<file path="src/rtl/tile_fetch_pkg.sv">
// -----------------------------------------------------------------------------
// tile_fetch_pkg
// Shared definitions for the tile-layer ROM fetch arbiter:
//   - fetch_state_e : arbiter FSM states
//   - NCH_MAX       : largest supported requester count
//   - rr_pick()     : round-robin "first pending channel at or after start"
// -----------------------------------------------------------------------------
package tile_fetch_pkg;

  localparam int NCH_MAX = 8;

  typedef enum logic [1:0] {
    S_IDLE    = 2'd0,
    S_WAIT    = 2'd1,
    S_DELIVER = 2'd2
  } fetch_state_e;

  // Returns {found, index}. The search runs start, start+1, ... modulo nch,
  // so the channel at 'start' has the highest priority.
  function automatic logic [3:0] rr_pick(input logic [NCH_MAX-1:0] pend,
                                         input logic [2:0]         start,
                                         input logic [3:0]         nch);
    logic       found;
    logic [2:0] idx;
    logic [4:0] cand;
    found = 1'b0;
    idx   = 3'd0;
    for (int k = 0; k < NCH_MAX; k++) begin
      cand = 5'(start) + 5'(k);
      if (cand >= 5'(nch)) begin
        cand = cand - 5'(nch);
      end else begin
        cand = cand;
      end
      if (!found && (5'(k) < 5'(nch)) && pend[cand[2:0]]) begin
        found = 1'b1;
        idx   = cand[2:0];
      end else begin
        found = found;
      end
    end
    return {found, idx};
  endfunction

endpackage

</file>
<file path="src/rtl/tile_fetch_cache.sv">
// -----------------------------------------------------------------------------
// tile_fetch_cache
// Per-channel store of the last ROM fetch (address, data, valid) with a
// combinational hit compare for the channel currently being granted.
// Ports:
//   clk, reset_n        : clock, asynchronous active-low reset (clears valid)
//   i_lookup_idx/addr   : channel and address being granted
//   o_hit, o_hit_data   : stored entry matches / its data
//   i_wr_en/idx/addr/data : update entry after a completed ROM fetch
// -----------------------------------------------------------------------------
module tile_fetch_cache #(
  parameter int NCH    = 4,
  parameter int ADDR_W = 22,
  parameter int DATA_W = 64,
  parameter int IDXW   = 2
) (
  input  logic              clk,
  input  logic              reset_n,
  input  logic [IDXW-1:0]   i_lookup_idx,
  input  logic [ADDR_W-1:0] i_lookup_addr,
  output logic              o_hit,
  output logic [DATA_W-1:0] o_hit_data,
  input  logic              i_wr_en,
  input  logic [IDXW-1:0]   i_wr_idx,
  input  logic [ADDR_W-1:0] i_wr_addr,
  input  logic [DATA_W-1:0] i_wr_data
);

  logic [ADDR_W-1:0] r_addr [NCH];
  logic [DATA_W-1:0] r_data [NCH];
  logic [NCH-1:0]    r_valid;

  // Entry storage: written only when a ROM fetch completes.
  always_ff @(posedge clk or negedge reset_n) begin
    if (!reset_n) begin
      r_valid <= '0;
      for (int i = 0; i < NCH; i++) begin
        r_addr[i] <= '0;
        r_data[i] <= '0;
      end
    end else if (i_wr_en) begin
      for (int i = 0; i < NCH; i++) begin
        if (IDXW'(i) == i_wr_idx) begin
          r_addr[i]  <= i_wr_addr;
          r_data[i]  <= i_wr_data;
          r_valid[i] <= 1'b1;
        end
      end
    end
  end

  // Hit compare for the granted channel.
  always_comb begin
    o_hit      = 1'b0;
    o_hit_data = '0;
    for (int i = 0; i < NCH; i++) begin
      if (IDXW'(i) == i_lookup_idx) begin
        o_hit      = r_valid[i] && (r_addr[i] == i_lookup_addr);
        o_hit_data = r_data[i];
      end else begin
        o_hit = o_hit;
      end
    end
  end

endmodule

</file>
<file path="src/rtl/tile_rom_fetch_arb.sv">
// -----------------------------------------------------------------------------
// tile_rom_fetch_arb
// Round-robin arbiter between NCH tile-layer fetch requesters (toggle
// handshake) and one shared graphics-ROM port (toggle handshake). Blank tiles
// are answered without touching the ROM. Data is delivered through a
// registered one-hot load strobe plus channel index.
// Optional feature, macro TILE_ROM_FETCH_CACHE_EN: per-channel last-fetch
// cache; a repeated address on the same channel skips the ROM.
// Ports:
//   clk, reset_n            : clock, asynchronous active-low reset
//   ch_req/ch_ack           : per-channel request/acknowledge toggles
//   ch_addr, ch_blank       : per-channel address and blank flag
//   rom_address/req/ack/data: ROM controller port
//   load, load_index, load_data : one-cycle data-valid strobe and payload
// -----------------------------------------------------------------------------
module tile_rom_fetch_arb
  import tile_fetch_pkg::*;
#(
  parameter int NCH    = 4,
  parameter int ADDR_W = 22,
  parameter int DATA_W = 64
) (
  input  logic                     clk,
  input  logic                     reset_n,
  input  logic [NCH-1:0]           ch_req,
  output logic [NCH-1:0]           ch_ack,
  input  logic [NCH*ADDR_W-1:0]    ch_addr,
  input  logic [NCH-1:0]           ch_blank,
  output logic [ADDR_W-1:0]        rom_address,
  output logic                     rom_req,
  input  logic                     rom_ack,
  input  logic [DATA_W-1:0]        rom_data,
  output logic [NCH-1:0]           load,
  output logic [$clog2(NCH)-1:0]   load_index,
  output logic [DATA_W-1:0]        load_data
);

  localparam int IDXW = $clog2(NCH);

  fetch_state_e      r_state,       w_state_nxt;
  logic              r_wait_first,  w_wait_first_nxt;
  logic [IDXW-1:0]   r_rr,          w_rr_nxt;
  logic [IDXW-1:0]   r_g,           w_g_nxt;
  logic [NCH-1:0]    r_ch_ack,      w_ch_ack_nxt;
  logic              r_rom_req,     w_rom_req_nxt;
  logic [ADDR_W-1:0] r_rom_address, w_rom_address_nxt;
  logic [NCH-1:0]    r_load,        w_load_nxt;
  logic [IDXW-1:0]   r_load_index,  w_load_index_nxt;
  logic [DATA_W-1:0] r_load_data,   w_load_data_nxt;

  logic [NCH-1:0]     w_pend;
  logic [NCH_MAX-1:0] w_pend_pad;
  logic [3:0]         w_pick;
  logic               w_pick_found;
  logic [IDXW-1:0]    w_pick_idx;
  logic [ADDR_W-1:0]  w_gaddr;
  logic               w_hit;
  logic [DATA_W-1:0]  w_hit_data;

  function automatic logic [IDXW-1:0] f_rr_inc(input logic [IDXW-1:0] g);
    if (g == IDXW'(NCH - 1)) begin
      return '0;
    end else begin
      return g + IDXW'(1);
    end
  endfunction

  assign w_pend       = ch_req ^ r_ch_ack;
  assign w_pick       = rr_pick(w_pend_pad, 3'(r_rr), 4'(NCH));
  assign w_pick_found = w_pick[3];
  assign w_pick_idx   = IDXW'(w_pick[2:0]);

  // Widen the pending vector to the search function's fixed width.
  always_comb begin
    w_pend_pad           = '0;
    w_pend_pad[NCH-1:0]  = w_pend;
  end

  // Address of the channel the round-robin search picked.
  always_comb begin
    w_gaddr = '0;
    for (int i = 0; i < NCH; i++) begin
      if (IDXW'(i) == w_pick_idx) begin
        w_gaddr = ch_addr[i*ADDR_W +: ADDR_W];
      end else begin
        w_gaddr = w_gaddr;
      end
    end
  end

`ifdef TILE_ROM_FETCH_CACHE_EN
  logic w_cache_wr;

  // A ROM fetch completes on the WAIT cycle where the ack is first compared equal.
  assign w_cache_wr = (r_state == S_WAIT) && !r_wait_first && (rom_ack == r_rom_req);

  tile_fetch_cache #(
    .NCH    (NCH),
    .ADDR_W (ADDR_W),
    .DATA_W (DATA_W),
    .IDXW   (IDXW)
  ) u_cache (
    .clk           (clk),
    .reset_n       (reset_n),
    .i_lookup_idx  (w_pick_idx),
    .i_lookup_addr (w_gaddr),
    .o_hit         (w_hit),
    .o_hit_data    (w_hit_data),
    .i_wr_en       (w_cache_wr),
    .i_wr_idx      (r_g),
    .i_wr_addr     (r_rom_address),
    .i_wr_data     (rom_data)
  );
`else
  assign w_hit      = 1'b0;
  assign w_hit_data = '0;
`endif

  // Next-state and next-output logic for the arbiter FSM.
  always_comb begin
    w_state_nxt       = r_state;
    w_wait_first_nxt  = r_wait_first;
    w_rr_nxt          = r_rr;
    w_g_nxt           = r_g;
    w_ch_ack_nxt      = r_ch_ack;
    w_rom_req_nxt     = r_rom_req;
    w_rom_address_nxt = r_rom_address;
    w_load_nxt        = '0;
    w_load_index_nxt  = r_load_index;
    w_load_data_nxt   = r_load_data;
    case (r_state)
      S_IDLE: begin
        if (w_pick_found) begin
          if (ch_blank[w_pick_idx] || w_hit) begin
            // Blank tile (or cached row): answer immediately, no ROM access.
            w_load_data_nxt          = ch_blank[w_pick_idx] ? '0 : w_hit_data;
            w_load_nxt[w_pick_idx]   = 1'b1;
            w_load_index_nxt         = w_pick_idx;
            w_ch_ack_nxt[w_pick_idx] = ch_req[w_pick_idx];
            w_rr_nxt                 = f_rr_inc(w_pick_idx);
          end else begin
            w_rom_address_nxt = w_gaddr;
            w_rom_req_nxt     = ~r_rom_req;
            w_g_nxt           = w_pick_idx;
            w_wait_first_nxt  = 1'b1;
            w_state_nxt       = S_WAIT;
          end
        end else begin
          w_state_nxt = S_IDLE;
        end
      end
      S_WAIT: begin
        // rom_ack is ignored in the cycle rom_req changes.
        if (r_wait_first) begin
          w_wait_first_nxt = 1'b0;
        end else if (rom_ack == r_rom_req) begin
          w_load_data_nxt = rom_data;
          w_state_nxt     = S_DELIVER;
        end else begin
          w_state_nxt = S_WAIT;
        end
      end
      S_DELIVER: begin
        w_load_nxt[r_g]   = 1'b1;
        w_load_index_nxt  = r_g;
        w_ch_ack_nxt[r_g] = ch_req[r_g];
        w_rr_nxt          = f_rr_inc(r_g);
        w_state_nxt       = S_IDLE;
      end
      default: begin
        w_state_nxt = S_IDLE;
      end
    endcase
  end

  // State and output registers.
  always_ff @(posedge clk or negedge reset_n) begin
    if (!reset_n) begin
      r_state       <= S_IDLE;
      r_wait_first  <= 1'b0;
      r_rr          <= '0;
      r_g           <= '0;
      r_ch_ack      <= '0;
      r_rom_req     <= 1'b0;
      r_rom_address <= '0;
      r_load        <= '0;
      r_load_index  <= '0;
      r_load_data   <= '0;
    end else begin
      r_state       <= w_state_nxt;
      r_wait_first  <= w_wait_first_nxt;
      r_rr          <= w_rr_nxt;
      r_g           <= w_g_nxt;
      r_ch_ack      <= w_ch_ack_nxt;
      r_rom_req     <= w_rom_req_nxt;
      r_rom_address <= w_rom_address_nxt;
      r_load        <= w_load_nxt;
      r_load_index  <= w_load_index_nxt;
      r_load_data   <= w_load_data_nxt;
    end
  end

  assign ch_ack      = r_ch_ack;
  assign rom_req     = r_rom_req;
  assign rom_address = r_rom_address;
  assign load        = r_load;
  assign load_index  = r_load_index;
  assign load_data   = r_load_data;

endmodule

</file>
<file path="config.mk">
export PLATFORM = sky130hd
export DESIGN_NAME = tile_rom_fetch_arb
export DESIGN_NICKNAME = d
export VERILOG_FILES = /design/src/rtl/tile_fetch_pkg.sv /design/src/rtl/tile_fetch_cache.sv /design/src/rtl/tile_rom_fetch_arb.sv
export SDC_FILE = /design/constraint.sdc
export NUM_CORES = 1
export LEC_CHECK = 0
export BUFFER_PORTS_ARGS = -buffer_cell sky130_fd_sc_hd__buf_2
export CAP_MARGIN = 25
export CORE_MARGIN = 2
export CORE_UTILIZATION = 48
export CTS_BUF_LIST = sky130_fd_sc_hd__clkbuf_8
export DETAILED_ROUTE_END_ITERATION = 10
export MAX_ROUTING_LAYER = met4
export PLACE_DENSITY = 0.81
export SLEW_MARGIN = 20
export SYNTH_ARGS = -nofsm -noshare
export SYNTH_HDL_FRONTEND = slang
export SYNTH_SLANG_ARGS = --single-unit
</file>
<file path="constraint.sdc">
create_clock -name clk -period 3 [get_ports clk]
set_input_delay 0.15 -clock clk [delete_from_list [all_inputs] [get_ports clk]]
set_output_delay 0.15 -clock clk [all_outputs]
set_load 0.005 [all_outputs]
</file>
==> results of run 1 <==
-- metrics by stage --
stage                     hold slack [ns]  TNS, ns  setup slack, ns
after floorplan                    -0.146        0            0.280
after global placement              0.168        0            0.242
after detailed placement            0.173        0            0.161
after CTS                         0.00348        0            0.131
after global routing               0.0124  -0.0502          -0.0200
final                              0.0135        0            0.163
-- cell usage in the layout (no fill, tap or decap), types with 2 or more instances in the layout --
cell                              n
sky130_fd_sc_hd__ha_1             8
sky130_fd_sc_hd__o21ai_0        114
sky130_fd_sc_hd__nor3_2           2
sky130_fd_sc_hd__dfrtp_1        104
sky130_fd_sc_hd__o211a_1          3
sky130_fd_sc_hd__o22ai_1          2
sky130_fd_sc_hd__nor2b_1          4
sky130_fd_sc_hd__nand2_1        160
sky130_fd_sc_hd__clkbuf_8        10
sky130_fd_sc_hd__a21oi_1          4
sky130_fd_sc_hd__o211ai_1         3
sky130_fd_sc_hd__nor2_1           5
sky130_fd_sc_hd__buf_2          258
sky130_fd_sc_hd__buf_12           2
sky130_fd_sc_hd__xnor2_1          4
sky130_fd_sc_hd__inv_6            2
sky130_fd_sc_hd__xor2_1           3
sky130_fd_sc_hd__clkinv_4         2
sky130_fd_sc_hd__a221o_2          2
sky130_fd_sc_hd__buf_4           18
sky130_fd_sc_hd__dlygate4sd3_1   57
sky130_fd_sc_hd__a31o_2           3
sky130_fd_sc_hd__mux2i_1          2
sky130_fd_sc_hd__a221o_1         22
sky130_fd_sc_hd__mux2_4          17
sky130_fd_sc_hd__and2_1           3
sky130_fd_sc_hd__o31ai_1          3
sky130_fd_sc_hd__mux2_2           6
sky130_fd_sc_hd__a41oi_1          3
sky130_fd_sc_hd__and3_1           3
sky130_fd_sc_hd__inv_1           11
sky130_fd_sc_hd__o211ai_2         2
sky130_fd_sc_hd__inv_2            2
-- sequential cells by signal (all words and copies together) (netlist names) --
| signal | flops |
|---|---|
| ch_ack | 4 |
| rom_req | 1 |
| load_data | 64 |
| rom_address | 22 |
| r_rr | 2 |
| r_state | 2 |
| load_index | 2 |
| r_wait_first | 1 |
| r_g | 2 |
| load | 4 |
-- metal layers --
metal  global-route usage  vias to the layer above
met2                0.534                      322
met5                    -                        -
met1                0.351                     2587
met4                0.111                        0
met3               0.0567                       42
li1                     -                     2546
-- repair_timing --
action	CTS	global route
setup endpoints to repair	0	22
hold buffers	57	0
buffers inserted	0	2
hold endpoints to repair	96	0
gates resized for setup	0	2
-- worst min-delay path, stage by stage --
cell and delay (ns):
sky130_fd_sc_hd__buf_2 0.08, sky130_fd_sc_hd__nand2_1 0.04, sky130_fd_sc_hd__o21ai_0 0.07
-- final cells by class --
class,count,area (µm²)
clock buffers,10,138
clock inverters,6,43.8
flip-flops and latches,104,2600
repair buffers,335,2040
well taps,140,175
fillers,814,3270
multi-input cells,400,2430
inverters,12,45.0
-- cells by family (layout without fill, tap and decap cells) --
group / count (synthesis) / in the layout / synth area share
compound gates: 174 / 174 / 0.214
flops: 104 / 104 / 0.496
xor+xnor: 9 / 9 / 0.0165
mux: 26 / 26 / 0.0697
fa+ha+maj: 8 / 8 / 0.0191
simple gates: 183 / 183 / 0.142
buf+inv: 50 / 363 / 0.0415
-- power by group through the flow --
stage	Clock (mW)	Combinational, mW	Sequential, mW
after floorplan	0	2.94	2.27
after global placement	0	4.16	2.26
after detailed placement	0	4.28	2.27
after CTS	0.844	4.34	2.25
after global routing	0.913	4.90	2.32
final	0.831	4.42	2.26
-- worst paths after layout --
| path | from | depth (start not counted) | to |
|---|---|---|---|
| max reg2reg | ch_ack[0] | 12 | rom_address[12] |
| max | ch_ack[0] | 12 | rom_address[12] |
| max in group asynchronous | reset_n | 3 | load[3] |
| min reg2reg | rom_address[16] | 1 | rom_address[16] |
| min in group asynchronous | reset_n | 2 | load_data[35] |
| min | rom_data[34] | 3 | load_data[34] |
==> report_table.html, run 1 <==
<table>
<tr><th>Metric</th><th>Value</th></tr>
<tr><th colspan="2">Detailed routing</th></tr>
<tr><td>DRC viols</td><td>0</td></tr>
<tr><td>Met2 wire len</td><td>8.99 mm</td></tr>
<tr><td>Initial DRC Count</td><td>473</td></tr>
<tr><td>Average wire per standard cell</td><td>17.4 µm</td></tr>
<tr><td>Total routed wire length on the met1 layer</td><td>6.62 mm</td></tr>
<tr><td>Via count</td><td>5497</td></tr>
<tr><td>Highest metal used</td><td>met4</td></tr>
<tr><td>Aggregate routed wire length</td><td>17.5 mm</td></tr>
<tr><td>Via-per-instance ratio</td><td>5.46</td></tr>
<tr><td>Met3 wire length</td><td>1.35 mm</td></tr>
<tr><td>First-pass iteration count of the detailed router</td><td>5</td></tr>
<tr><td>Number of routed nets with antenna violations</td><td>0</td></tr>
<tr><th colspan="2">Finish</th></tr>
<tr><td>P&amp;R area growth vs syn</td><td>42.6%</td></tr>
<tr><td>Fraction of final layout cells with drive strength greater than 1</td><td>0.389</td></tr>
<tr><td>Fin area</td><td>0.00748 mm²</td></tr>
<tr><td>Finished Layout Cells</td><td>1007</td></tr>
<tr><td>Count of inserted antenna diode cells</td><td>0</td></tr>
<tr><td>Post-layout nets</td><td>1033</td></tr>
<tr><td>Post-Route Utilization</td><td>0.696</td></tr>
<tr><th colspan="2">Floorplan</th></tr>
<tr><td>Die ar.</td><td>0.0118 mm²</td></tr>
<tr><td>Cell Rows</td><td>38</td></tr>
<tr><td>Initial Util</td><td>0.488</td></tr>
<tr><td>Core outline area</td><td>0.0107 mm²</td></tr>
<tr><td>I/O pins</td><td>260</td></tr>
<tr><td>Die extent in x</td><td>109 µm</td></tr>
<tr><td>Die Y-Extent</td><td>109 µm</td></tr>
<tr><th colspan="2">Worst setup path</th></tr>
<tr><td>Worst path max stage delay</td><td>0.47 ns</td></tr>
<tr><td>Bufs and invs on worst path</td><td>3</td></tr>
<tr><td>Kind of capture point of the worst setup path</td><td>flop</td></tr>
<tr><td>WP data arrival</td><td>3.09 ns</td></tr>
<tr><td>Critical-path cell with the highest stage delay</td><td>sky130_fd_sc_hd__dfrtp_1</td></tr>
<tr><td>Cell chain of the critical path</td><td>xor2_2, a211oi_2, o21a_1, inv_1, ha_1, inv_1, nor2_1, buf_4, a221o_1, o21ai_0, o21ai_0, mux2_4</td></tr>
<tr><td>Largest fanout on the critical path</td><td>22</td></tr>
<tr><td>CP Class</td><td>reg2reg</td></tr>
<tr><td>Kind of cell adding the most delay to the critical path</td><td>compound AO/OA/AOI/OAI gates</td></tr>
<tr><td>Slack of the worst reg-to-reg path</td><td>0.16 ns</td></tr>
<tr><td>Crit path launch type</td><td>flop</td></tr>
<tr><td>Data required time at the worst endpoint</td><td>3.25 ns</td></tr>
<tr><th colspan="2">Synthesis</th></tr>
<tr><td>Post-synth EDFFs</td><td>0</td></tr>
<tr><td>Post-Syn Instances</td><td>554</td></tr>
<tr><td>Number of unique standard cell types used by synthesis</td><td>49</td></tr>
<tr><td>Largest area contributor in the netlist</td><td>sky130_fd_sc_hd__dfrtp_1</td></tr>
<tr><td>Post-Synthesis Mean Instance Area</td><td>9.46 µm²</td></tr>
<tr><td>Area share of the largest cell type after synthesis</td><td>0.496</td></tr>
<tr><td>Async set-or-reset flop fraction in the synthesized netlist</td><td>1.00</td></tr>
<tr><td>Summed instance area of the synthesized netlist</td><td>0.00524 mm²</td></tr>
<tr><td>Sequential area share after synthesis</td><td>0.496</td></tr>
<tr><td>Area contributors post-synth</td><td>sky130_fd_sc_hd__dfrtp_1 (50%), sky130_fd_sc_hd__nand2_1 (11%), sky130_fd_sc_hd__o21ai_0 (11%)</td></tr>
<tr><td>Yosys Warn Count</td><td>0</td></tr>
<tr><td>Dominant register cell in the synthesized netlist</td><td>sky130_fd_sc_hd__dfrtp_1</td></tr>
<tr><td>Cell with the most instances after synthesis</td><td>sky130_fd_sc_hd__nand2_1</td></tr>
<tr><td>Post-synthesis sequential element count</td><td>104</td></tr>
<tr><td>Commonest cells post-synth</td><td>sky130_fd_sc_hd__nand2_1 (160), sky130_fd_sc_hd__o21ai_0 (115), sky130_fd_sc_hd__dfrtp_1 (104)</td></tr>
<tr><td>Post-synth net total</td><td>725</td></tr>
<tr><th colspan="2">GRT</th></tr>
<tr><td>GR Util All Layers</td><td>0.306</td></tr>
<tr><td>Vias in the first global route</td><td>5407</td></tr>
<tr><td>Pin count of the biggest net entering global routing</td><td>66</td></tr>
<tr><td>Number of antenna violations at the first check in global routing</td><td>0</td></tr>
<tr><td>Wire length of the first global-routing pass</td><td>27.0 mm</td></tr>
<tr><td>Remaining global-route overflow</td><td>0</td></tr>
<tr><th colspan="2">Power and ir drop</th></tr>
<tr><td>Internal Dissipation</td><td>4.26 mW</td></tr>
<tr><td>Power density of the placed cells</td><td>1000 mW/mm²</td></tr>
<tr><td>Switching power</td><td>3.24 mW</td></tr>
<tr><td>Sw Ratio</td><td>0.432</td></tr>
<tr><td>Combinational share of power</td><td>0.589</td></tr>
<tr><td>Clock group share of total power</td><td>0.111</td></tr>
<tr><td>Sequential fraction of design power</td><td>0.301</td></tr>
<tr><td>Worst IR Drop VDD</td><td>0.000736 V</td></tr>
<tr><td>Total power</td><td>7.51 mW</td></tr>
<tr><td>Leakage component of the power</td><td>3.82 nW</td></tr>
<tr><th colspan="2">Place</th></tr>
<tr><td>Cell count after placement</td><td>931</td></tr>
<tr><td>Buffers on Ports</td><td>259</td></tr>
<tr><td>Placed wire-length estimate</td><td>12.0 mm</td></tr>
<tr><td>Total cell area at the placement stage</td><td>0.00668 mm²</td></tr>
<tr><td>Routability congestion estimate from global placement</td><td>0.917</td></tr>
<tr><th colspan="2">Hold path</th></tr>
<tr><td>Worst hold path type</td><td>in2reg</td></tr>
<tr><th colspan="2">Timing</th></tr>
<tr><td>Shortest period the worst path allows</td><td>2.84 ns</td></tr>
<tr><td>Finish-stage setup viols</td><td>0</td></tr>
<tr><td>Setup Skew</td><td>0.0102 ns</td></tr>
<tr><td>Max_slew headroom</td><td>0.565</td></tr>
<tr><td>Final Cycle Share</td><td>0.946</td></tr>
<tr><td>Final max-slew violation count</td><td>0</td></tr>
<tr><td>Maximum achievable frequency</td><td>0.353 GHz</td></tr>
<tr><td>Total count of hold-check failures in the final report</td><td>0</td></tr>
<tr><td>Transition time at the pin with the least slew margin</td><td>0.652 ns</td></tr>
<tr><th colspan="2">Clock tree</th></tr>
<tr><td>Sink Count</td><td>104</td></tr>
<tr><td>Worst-path clk slew</td><td>0.11 ns</td></tr>
<tr><td>CTS tree</td><td>built</td></tr>
<tr><td>Clock network latency to the later pin of the worst-skew pair</td><td>0.37 ns</td></tr>
<tr><td>Number of buffers on the longest clock path</td><td>2</td></tr>
<tr><td>Clk Tree Root Cell</td><td>sky130_fd_sc_hd__clkbuf_8</td></tr>
<tr><td>TritonCTS buffer count</td><td>9</td></tr>
<tr><td>CTS H-tree lvls</td><td>3</td></tr>
<tr><th colspan="2">Run status</th></tr>
<tr><td>Result of the run</td><td>finished, final reports clean</td></tr>
<tr><th colspan="2">Flow run</th></tr>
<tr><td>Max-cap violation count</td><td>0</td></tr>
</table>
Power figures use the tool's default switching activity.
==> run 2, diff against run 1 <==
--- a/config.mk
+++ b/config.mk
@@ -9,7 +9,7 @@
 export CAP_MARGIN = 25
 export CORE_MARGIN = 2
 export CORE_UTILIZATION = 48
-export CTS_BUF_LIST = sky130_fd_sc_hd__clkbuf_8
+export CTS_BUF_LIST = sky130_fd_sc_hd__clkbuf_4 sky130_fd_sc_hd__clkbuf_8
 export DETAILED_ROUTE_END_ITERATION = 10
 export MAX_ROUTING_LAYER = met4
 export PLACE_DENSITY = 0.81
==> run 2 against run 1 <==
  * Setup slack barely moved
  * Final cell count did not move
  * Global-route usage did not move
  * Hold slack improved by 0.0072 ns
  * Sequential cell count did not move
  * Critical path depth did not move
  * Via count rose by 0.27%
  * Wire length barely moved
  * Clock-buffer cell count rose by 1
  * First-iteration DRC count did not move
  * Clock power rose by 1%
  * Critical endpoint unchanged
  * Largest power group unchanged
  * Highest routed layer unchanged
==> report_table.html, run 2 (synthesis results as in run 1) <==
<table>
<tr><th>Metric</th><th>Value</th></tr>
<tr><th colspan="2">GRT</th></tr>
<tr><td>Wire length of the first global-routing pass</td><td>27.0 mm</td></tr>
<tr><td>GR Util All Layers</td><td>0.306</td></tr>
<tr><td>Pin count of the biggest net entering global routing</td><td>66</td></tr>
<tr><td>Remaining global-route overflow</td><td>0</td></tr>
<tr><td>Vias in the first global route</td><td>5407</td></tr>
<tr><td>Number of antenna violations at the first check in global routing</td><td>0</td></tr>
<tr><th colspan="2">Clock tree</th></tr>
<tr><td>Clock network latency to the later pin of the worst-skew pair</td><td>0.37 ns</td></tr>
<tr><td>Clk Tree Root Cell</td><td>sky130_fd_sc_hd__clkbuf_8</td></tr>
<tr><td>Number of buffers on the longest clock path</td><td>2</td></tr>
<tr><td>Sink Count</td><td>104</td></tr>
<tr><td>CTS H-tree lvls</td><td>3</td></tr>
<tr><td>Worst-path clk slew</td><td>0.11 ns</td></tr>
<tr><td>TritonCTS buffer count</td><td>9</td></tr>
<tr><td>CTS tree</td><td>built</td></tr>
<tr><th colspan="2">Finish</th></tr>
<tr><td>Fraction of final layout cells with drive strength greater than 1</td><td>0.390</td></tr>
<tr><td>P&amp;R area growth vs syn</td><td>42.7%</td></tr>
<tr><td>Combined flip-flop and latch cell area</td><td>0.00260 mm²</td></tr>
<tr><td>Post-layout nets</td><td>1033</td></tr>
<tr><td>Area used by multi-input combinational logic</td><td>0.00243 mm²</td></tr>
<tr><td>Post-Route Utilization</td><td>0.696</td></tr>
<tr><td>Count of inserted antenna diode cells</td><td>0</td></tr>
<tr><td>Finished Layout Cells</td><td>1007</td></tr>
<tr><td>Most frequent standard cell in the layout excluding fill and tap cells</td><td>sky130_fd_sc_hd__buf_2</td></tr>
<tr><td>Most frequent cells in the layout</td><td>sky130_fd_sc_hd__buf_2 (258), sky130_fd_sc_hd__nand2_1 (160), sky130_fd_sc_hd__o21ai_0 (114)</td></tr>
<tr><td>Number of flip-flops under the largest register name</td><td>64</td></tr>
<tr><td>Final-layout fill cell count</td><td>812</td></tr>
<tr><th colspan="2">Power and ir drop</th></tr>
<tr><td>Clock group share of total power</td><td>0.112</td></tr>
<tr><td>Sw Ratio</td><td>0.431</td></tr>
<tr><td>Worst IR Drop VDD</td><td>0.000736 V</td></tr>
<tr><td>Combinational share of power</td><td>0.588</td></tr>
<tr><td>Leakage component of the power</td><td>3.82 nW</td></tr>
<tr><td>Internal Dissipation</td><td>4.28 mW</td></tr>
<tr><td>Sequential fraction of design power</td><td>0.300</td></tr>
<tr><td>Switching power</td><td>3.24 mW</td></tr>
<tr><td>Power density of the placed cells</td><td>1010 mW/mm²</td></tr>
<tr><th colspan="2">Floorplan</th></tr>
<tr><td>I/O pins</td><td>260</td></tr>
<tr><td>Die extent in x</td><td>109 µm</td></tr>
<tr><td>Core outline area</td><td>0.0107 mm²</td></tr>
<tr><td>Die Y-Extent</td><td>109 µm</td></tr>
<tr><td>Initial Util</td><td>0.488</td></tr>
<tr><td>Cell Rows</td><td>38</td></tr>
<tr><td>Die ar.</td><td>0.0118 mm²</td></tr>
<tr><th colspan="2">Place</th></tr>
<tr><td>Buffers on Ports</td><td>259</td></tr>
<tr><td>Minimum setup slack after placement</td><td>0.161 ns</td></tr>
<tr><td>Routability congestion estimate from global placement</td><td>0.917</td></tr>
<tr><td>Placed wire-length estimate</td><td>12.0 mm</td></tr>
<tr><td>Cell count after placement</td><td>931</td></tr>
<tr><th colspan="2">Timing</th></tr>
<tr><td>Worst slack on hold paths</td><td>0.0206 ns</td></tr>
<tr><td>Worst Setup Slack, final</td><td>0.164 ns</td></tr>
<tr><td>Max_slew headroom</td><td>0.565</td></tr>
<tr><td>Setup Skew</td><td>0.00989 ns</td></tr>
<tr><td>Final Cycle Share</td><td>0.945</td></tr>
<tr><td>Finish-stage setup viols</td><td>0</td></tr>
<tr><td>Setup_tns</td><td>0 ns</td></tr>
<tr><td>Final max-slew violation count</td><td>0</td></tr>
<tr><td>Shortest period the worst path allows</td><td>2.84 ns</td></tr>
<tr><td>Total count of hold-check failures in the final report</td><td>0</td></tr>
<tr><td>Maximum achievable frequency</td><td>0.353 GHz</td></tr>
<tr><td>Transition time at the pin with the least slew margin</td><td>0.652 ns</td></tr>
<tr><th colspan="2">Detailed routing</th></tr>
<tr><td>DRC viols</td><td>0</td></tr>
<tr><td>Average wire per standard cell</td><td>17.3 µm</td></tr>
<tr><td>Via-per-instance ratio</td><td>5.47</td></tr>
<tr><td>Aggregate routed wire length</td><td>17.5 mm</td></tr>
<tr><td>Initial DRC Count</td><td>473</td></tr>
<tr><td>Via count</td><td>5512</td></tr>
<tr><td>First-pass iteration count of the detailed router</td><td>5</td></tr>
<tr><td>Number of routed nets with antenna violations</td><td>0</td></tr>
<tr><th colspan="2">Worst setup path</th></tr>
<tr><td>Largest fanout on the critical path</td><td>22</td></tr>
<tr><td>Crit path launch</td><td>ch_ack[0]</td></tr>
<tr><td>WP data arrival</td><td>3.09 ns</td></tr>
<tr><td>Data required time at the worst endpoint</td><td>3.25 ns</td></tr>
<tr><td>CP Class</td><td>reg2reg</td></tr>
<tr><td>Reg2Reg Launch Point</td><td>ch_ack[0]</td></tr>
<tr><td>Kind of capture point of the worst setup path</td><td>flop</td></tr>
<tr><td>Crit path launch type</td><td>flop</td></tr>
<tr><th colspan="2">Hold path</th></tr>
<tr><td>Startpoint of the most critical hold path</td><td>rom_data[34]</td></tr>
<tr><td>Worst hold path type</td><td>in2reg</td></tr>
<tr><th colspan="2">Flow run</th></tr>
<tr><td>Max-cap violation count</td><td>0</td></tr>
<tr><th colspan="2">Run status</th></tr>
<tr><td>Result of the run</td><td>finished, final reports clean</td></tr>
</table>
-- run 2: changes by cell type in the layout (fill, tap and decap cells not counted) --
| cell | before | now |
|---|---|---|
| sky130_fd_sc_hd__clkbuf_4 | 0 | 1 |
| sky130_fd_sc_hd__inv_1 | 11 | 10 |
-- run 2: layout make-up --
cell class | instances | share of cell area
multi-input combinational | 400 | 0.326
tap | 140 | 0.0234
inverter | 12 | 0.00602
timing repair buffer | 335 | 0.272
clock buffer | 11 | 0.0194
clock inverter | 5 | 0.00535
sequential | 104 | 0.348
-- run 2: layer usage --
metal  share of wire  up-vias  track usage
met5               0        -            -
met4           0.029        0        0.111
met3           0.078       42       0.0567
met2            0.51      325        0.534
met1            0.38     2599        0.351
li1                -     2546            -
-- run 2: repair_timing --
item	CTS	global route
buffers inserted	0	2
hold buffers	57	0
endpoints found under the hold margin	96	0
resized for setup	0	2
setup endpoints to repair	0	22
-- run 2: worst paths after layout --
kind	cells past startpoint	slack [ns]	end
max in group asynchronous	3	1.93	load[3]
setup / recovery	12	0.16	rom_address[12]
setup reg to reg	12	0.16	rom_address[12]
hold reg to reg	1	0.51	rom_address[16]
min in group asynchronous	2	0.32	load_data[35]
hold / removal	3	0.02	load_data[34]
-- run 2: through the flow --
stage                     area [µm²]  power [mW]
after floorplan                 5240        5.21
after global placement          6680        6.42
after detailed placement        6680        6.56
after CTS                       7440        7.45
after global routing            7480        8.15
final                           7480        7.52
-- run 2: worst max-delay path: stages, from the launching register on --
cell	delay, ns
sky130_fd_sc_hd__dfrtp_1	0.47
sky130_fd_sc_hd__xor2_2	0.23
sky130_fd_sc_hd__a211oi_2	0.27
sky130_fd_sc_hd__o21a_1	0.23
sky130_fd_sc_hd__inv_1	0.13
sky130_fd_sc_hd__ha_1	0.20
sky130_fd_sc_hd__inv_1	0.10
sky130_fd_sc_hd__nor2_1	0.05
sky130_fd_sc_hd__buf_4	0.21
sky130_fd_sc_hd__a221o_1	0.31
sky130_fd_sc_hd__o21ai_0	0.07
sky130_fd_sc_hd__o21ai_0	0.14
sky130_fd_sc_hd__mux2_4	0.30
-- run 2: power groups by stage --
stage	sequential, mW	combinational (mW)	clock, mW
floorplan	2.27	2.94	0
global placement	2.26	4.16	0
detailed placement	2.27	4.28	0
CTS	2.25	4.34	0.856
global route	2.32	4.90	0.925
finish	2.26	4.42	0.842
